===== config.mk =====
export PLATFORM = sky130hd
export DESIGN_NAME = softmax_result_streamer
export DESIGN_NICKNAME = d
export VERILOG_FILES = /design/src/rtl/softmax_pkg.sv /design/src/rtl/softmax_argmax_tracker.sv /design/src/rtl/softmax_result_streamer.sv
export SDC_FILE = /design/constraint.sdc
export NUM_CORES = 1
export LEC_CHECK = 0
export ABC_AREA = 1
export CELL_PAD_IN_SITES_DETAIL_PLACEMENT = 1
export CELL_PAD_IN_SITES_GLOBAL_PLACEMENT = 1
export CORE_ASPECT_RATIO = 1.1
export CORE_MARGIN = 4
export CORE_UTILIZATION = 36
export DETAILED_ROUTE_END_ITERATION = 12
export PLACE_DENSITY_LB_ADDON = 0.1
export SLEW_MARGIN = 20
export SYNTH_ARGS = -nofsm -noshare
export SYNTH_HDL_FRONTEND = slang
export SYNTH_HIERARCHICAL = 1
export SYNTH_SLANG_ARGS = --single-unit

===== constraint.sdc =====
create_clock -name clk -period 4.3 [get_ports clk]
set_clock_uncertainty 0.15 [all_clocks]
set_input_delay 1.29 -clock clk [delete_from_list [all_inputs] [get_ports clk]]
set_output_delay 1.29 -clock clk [all_outputs]
set_load 0.1 [all_outputs]

===== src/rtl/softmax_pkg.sv =====
// Shared definitions for the softmax result path: vector geometry, index type
// and the streamer state encoding.
package softmax_pkg;

    localparam int SM_N    = 5;
    localparam int SM_W    = 17;
    localparam int SM_IDXW = $clog2(SM_N + 1);

    typedef logic [SM_IDXW-1:0] sm_idx_t;

    typedef enum logic {
        IDLE = 1'b0,
        SEND = 1'b1
    } sm_state_e;

endpackage


===== src/rtl/softmax_argmax_tracker.sv =====
// Running maximum / index tracker for the streamed quotients (ARGMAX_EN builds).
// The argmax output already includes the element currently on the bus.
module softmax_argmax_tracker
    import softmax_pkg::*;
#(
    parameter int QW   = SM_W - 1,
    parameter int IDXW = SM_IDXW
) (
    input  logic            clk,
    input  logic            rst,
    input  logic            clear,
    input  logic            beat,
    input  logic [QW-1:0]   data,
    input  logic [IDXW-1:0] idx,
    output logic [IDXW-1:0] argmax
);

    logic [QW-1:0]   max_q;
    logic [IDXW-1:0] max_idx_q;
    logic [QW-1:0]   cand_max;
    logic [IDXW-1:0] cand_idx;

    // Strictly-greater replacement keeps the lowest index on ties.
    always_comb begin
        cand_max = max_q;
        cand_idx = max_idx_q;
        if (idx == IDXW'(1) || data > max_q) begin
            cand_max = data;
            cand_idx = idx;
        end
    end

    assign argmax = cand_idx;

    always_ff @(posedge clk) begin
        if (rst || clear) begin
            max_q     <= '0;
            max_idx_q <= '0;
        end else if (beat) begin
            max_q     <= cand_max;
            max_idx_q <= cand_idx;
        end
    end

endmodule


===== src/rtl/softmax_result_streamer.sv =====
// Captures one N-element softmax vector and streams it one element per beat
// with index/last tags. Optional argmax reporting under `ifdef ARGMAX_EN.
module softmax_result_streamer
    import softmax_pkg::*;
#(
    parameter int N    = SM_N,
    parameter int W    = SM_W,
    parameter int IDXW = $clog2(N + 1)
) (
    input  logic            clk,
    input  logic            rst,
    input  logic            in_valid,
    output logic            in_ready,
    input  logic [W-1:0]    in_vec [1:N],
    output logic            out_valid,
    input  logic            out_ready,
    output logic [W-2:0]    out_data,
    output logic [IDXW-1:0] out_idx,
    output logic            out_last,
    output logic            fmt_err,
`ifdef ARGMAX_EN
    output logic [IDXW-1:0] out_argmax,
`endif
    output logic [0:0]      dbg_state
);

    localparam logic [0:0]      ST_IDLE   = IDLE;
    localparam logic [0:0]      ST_SEND   = SEND;
    localparam logic [IDXW-1:0] IDX_FIRST = IDXW'(1);
    localparam logic [IDXW-1:0] IDX_LAST  = IDXW'(N);

    // Handshakes: a transfer happens on a rising edge where valid && ready;
    // valid never waits on ready, and payload holds while valid && !ready.
    logic [0:0]      state;
    logic [IDXW-1:0] idx;
    logic [W-2:0]    vec_buf [1:N];
    logic            xfer;
    logic            last_beat;
    logic            capture;
    logic            any_fmt_bad;

    assign out_valid = (state == ST_SEND);
    assign last_beat = (idx == IDX_LAST);
    assign xfer      = out_valid && out_ready;
    assign in_ready  = !rst && (!out_valid || (xfer && last_beat));
    assign capture   = in_valid && in_ready;

    assign out_data  = out_valid ? vec_buf[idx] : '0;
    assign out_idx   = out_valid ? idx : '0;
    assign out_last  = out_valid && last_beat;
    assign dbg_state = state;

    always_comb begin
        any_fmt_bad = 1'b0;
        for (int i = 1; i <= N; i++) begin
            any_fmt_bad = any_fmt_bad | ~in_vec[i][W-1];
        end
    end

    always_ff @(posedge clk) begin
        if (rst) begin
            state   <= ST_IDLE;
            idx     <= IDX_FIRST;
            fmt_err <= 1'b0;
        end else if (capture) begin
            state   <= ST_SEND;
            idx     <= IDX_FIRST;
            fmt_err <= fmt_err | any_fmt_bad;
        end else if (xfer) begin
            if (last_beat) begin
                state <= ST_IDLE;
            end else begin
                idx <= idx + IDXW'(1);
            end
        end
    end

    // Only the quotient is kept; the format marker is consumed by fmt_err at capture.
    always_ff @(posedge clk) begin
        if (capture) begin
            for (int i = 1; i <= N; i++) begin
                vec_buf[i] <= in_vec[i][W-2:0];
            end
        end
    end

`ifdef ARGMAX_EN
    logic [IDXW-1:0] tracker_argmax;

    softmax_argmax_tracker #(
        .QW   (W - 1),
        .IDXW (IDXW)
    ) u_argmax (
        .clk    (clk),
        .rst    (rst),
        .clear  (capture),
        .beat   (xfer),
        .data   (out_data),
        .idx    (idx),
        .argmax (tracker_argmax)
    );

    assign out_argmax = out_last ? tracker_argmax : '0;
`endif

endmodule


==> flow_summary.yaml <==
run_status:
  status: "completed"
logic_synthesis:
  syn_inst: 342
  syn_area_um2: 3690
  ys_warn_count: 6
  synth_top_area_frac: 0.650
  synth_area_per_cell_um2: 10.8
  yosys.area.top_type: "edfxtp_1"
  netlist_top_cells_area: "edfxtp_1, nand2_1, inv_1"
  synth_cell_types: 20
  syn-num-nets: 433
  seq_area_frac_synth: 0.694
  ys_ff_latch: 88
routing:
  ant_nets: 0
  firstDrtPassIters: 4
  routedWlPerCell_um: 15.9
  drc: 0
  num_vias: 2696
  drtIter0Drc: 99
  vias_per_cell: 4.66
  drt_wl_total_um: 9190
floorplan:
  core_um2: 9940
  io_pins: 113
  dieArea_um2: 12000
  die_height_um: 114
  rows: 38
  initial_core_util: 0.372
  die-width_um: 105
pwr:
  p_per_area_nw_per_um2: 352
  p_total_mw: 1.84
  irDropWorstVdd_uv: 136
  p_leak_nw: 2.12
placed_design:
  hpwl_um: 6410
  placed_area_um2: 5040
  place_inst: 563
  placement.io_buffers: 112
  gp_congestion: 0.779
timing:
  rsz0062_at_grt: "no"
  finalCritPeriodShare: 0.895
  fin_crit_ps: 3850
  slew_violations: 0
  fmax_mhz: 260
  slew_headroom: 0.355
  hold_slack_ps: 303
  finalHoldViolations: 0
  worstMarginPinSlew_ps: 965
  final-setup-viol-count: 0
layout:
  nNetsFinal: 545
  layout-drive-gt1-share: 0.109
  area_growth_pct: 41.5
  design_area_um2: 5230
  final_cells: 579
  post-route-util: 0.526
  diodes: 0
global_routing:
  grt_pass1_vias: 2975
  grt_usage: 0.161
  antenna_found_initial: 0
  grt_pass1_wl_um: 14900
  grt-ovfl-total: 0
  grt_max_degree: 81
worst_setup_path:
  slowest_stage: "clkdlybuf4s50_1"
  arrival_ps: 2410
  r2r_start: "idx[0]"
  path_cells: "clkdlybuf4s50_1 -> nand3_1 -> nand2_1 -> inv_1 -> nor2_1 -> buf_12"
  worst_path_largest_cell_delay_ps: 490
  crit_buf_inv: 3
  worst_setup_path_start_kind: "input port"
  setup.worst_path.start: "out_ready"
  end_kind: "primary output"
  path_max_fanout: 3
  r2r-end: "vec_buf[5][14]"
  cp_num_cells: 6
  cp_top_family: "buffers and inverters"
  critPathRequiredTime_ps: 2860
  path_class: "in -> out"
  critPathCapture: "in_ready"
  reg2reg_depth: 6
  reg2reg_setup_slack_ps: 2320
clock_tree:
  cts_max_path_buffers: 2
  clock_latency_ps: 340
  cts_resized: 0
  cts_hold_buf: 0
  root_buffer: "clkbuf_8"
  clkSinkCount: 88
  cts_buffers: 9
  cts_tree: "built"
  post-cts-setup-buffer-count: 0
  cts.htree.levels: 3
  cts.clk_slew.worst_paths_ps: 80
hold_path:
  hp-start: "fmt_err"
  holdCritPathClass: "reg -> reg"
flow_run:
  cap_violations: 0
[cells by family (layout without fill, tap and decap cells)]
group | after synthesis | after routing | synth area share
flip-flops | 88 | 88 | 0.694
adder cells (fa/ha/maj) | 2 | 2 | 0.00677
buffers and inverters | 64 | 181 | 0.0830
AO/OA/AOI/OAI | 37 | 37 | 0.0522
XOR/XNOR | 1 | 1 | 0.00237
AND/OR/NAND/NOR | 150 | 150 | 0.162
[where the power goes]
group / leakage [nW] / switching [mW] / internal [mW]
registers: 0.806 / 0.0146 / 0.970
logic: 1.22 / 0.186 / 0.136
clock network: 0.0992 / 0.279 / 0.255
total: 2.12 / 0.480 / 1.36
[cell usage in the layout (no fill, tap or decap), drive strengths merged]
| cell type | netlist | final |
|---|---|---|
| o21ai | 18 | 18 |
| inv | 49 | 48 |
| nand4 | 1 | 1 |
| nand2 | 91 | 91 |
| edfxtp | 80 | 80 |
| clkbuf | 1 | 13 |
| a21oi | 19 | 19 |
| nand3 | 21 | 21 |
| ha | 2 | 2 |
| clkdlybuf4s50 | 0 | 89 |
| clkinv | 0 | 4 |
| or2 | 1 | 1 |
| buf | 14 | 27 |
| nor2 | 36 | 36 |
| xor2 | 1 | 1 |
| dfxtp | 8 | 8 |
[worst min-delay path by stage]
stage | end | cells after the start
floorplan | flop | 2
global placement | fmt_err | 2
detailed placement | fmt_err | 2
CTS | fmt_err | 2
global route | fmt_err | 2
finish | fmt_err | 2
[worst reg2reg max path: stages (launching register included)]
cell and delay, ps:
dfxtp_1 430, ha_1 200, nand3_1 70, nand2_1 100, nand3_1 170, clkinv_2 100, buf_12 340
[through the flow]
step                TNS, ps  setup slack [ps]
global placement          0               461
detailed placement        0               448
floorplan              -588             -73.5
CTS                       0               445
finish                    0               452
global route              0               390
[flip-flops by register name, summed over array words and instances, names as in the netlist, named ones only]
name / cells
vec_buf: 80
idx: 3
dbg_state: 1
fmt_err: 1
[layer usage]
layer  up-vias  global-route usage  part of all wire
met4         0              0.0499             0.013
met1      1285               0.193              0.42
li1       1334                   -                 -
met5         -                   0                 0
met3         9              0.0412             0.052
met2        68               0.287              0.51
[final cells by class]
type | count | area, µm²
fill | 1077 | 4710
sequential | 88 | 2560
timing repair buffer | 116 | 1320
multi-input combinational | 190 | 826
inverter | 49 | 188
clock buffer | 13 | 169
tap | 120 | 150
clock inverter | 3 | 15.0
[cell usage after synthesis (all sizes together)]
| master | n |
|---|---|
| clkbuf | 1 |
| xor2 | 1 |
| dfxtp | 8 |
| or2 | 1 |
| inv | 49 |
| nor2 | 36 |
| nand2 | 91 |
| nand4 | 1 |
| a21oi | 19 |
| nand3 | 21 |
| ha | 2 |
| edfxtp | 80 |
| buf | 14 |
| o21ai | 18 |
Note: power is estimated with default switching activity, not from simulation.
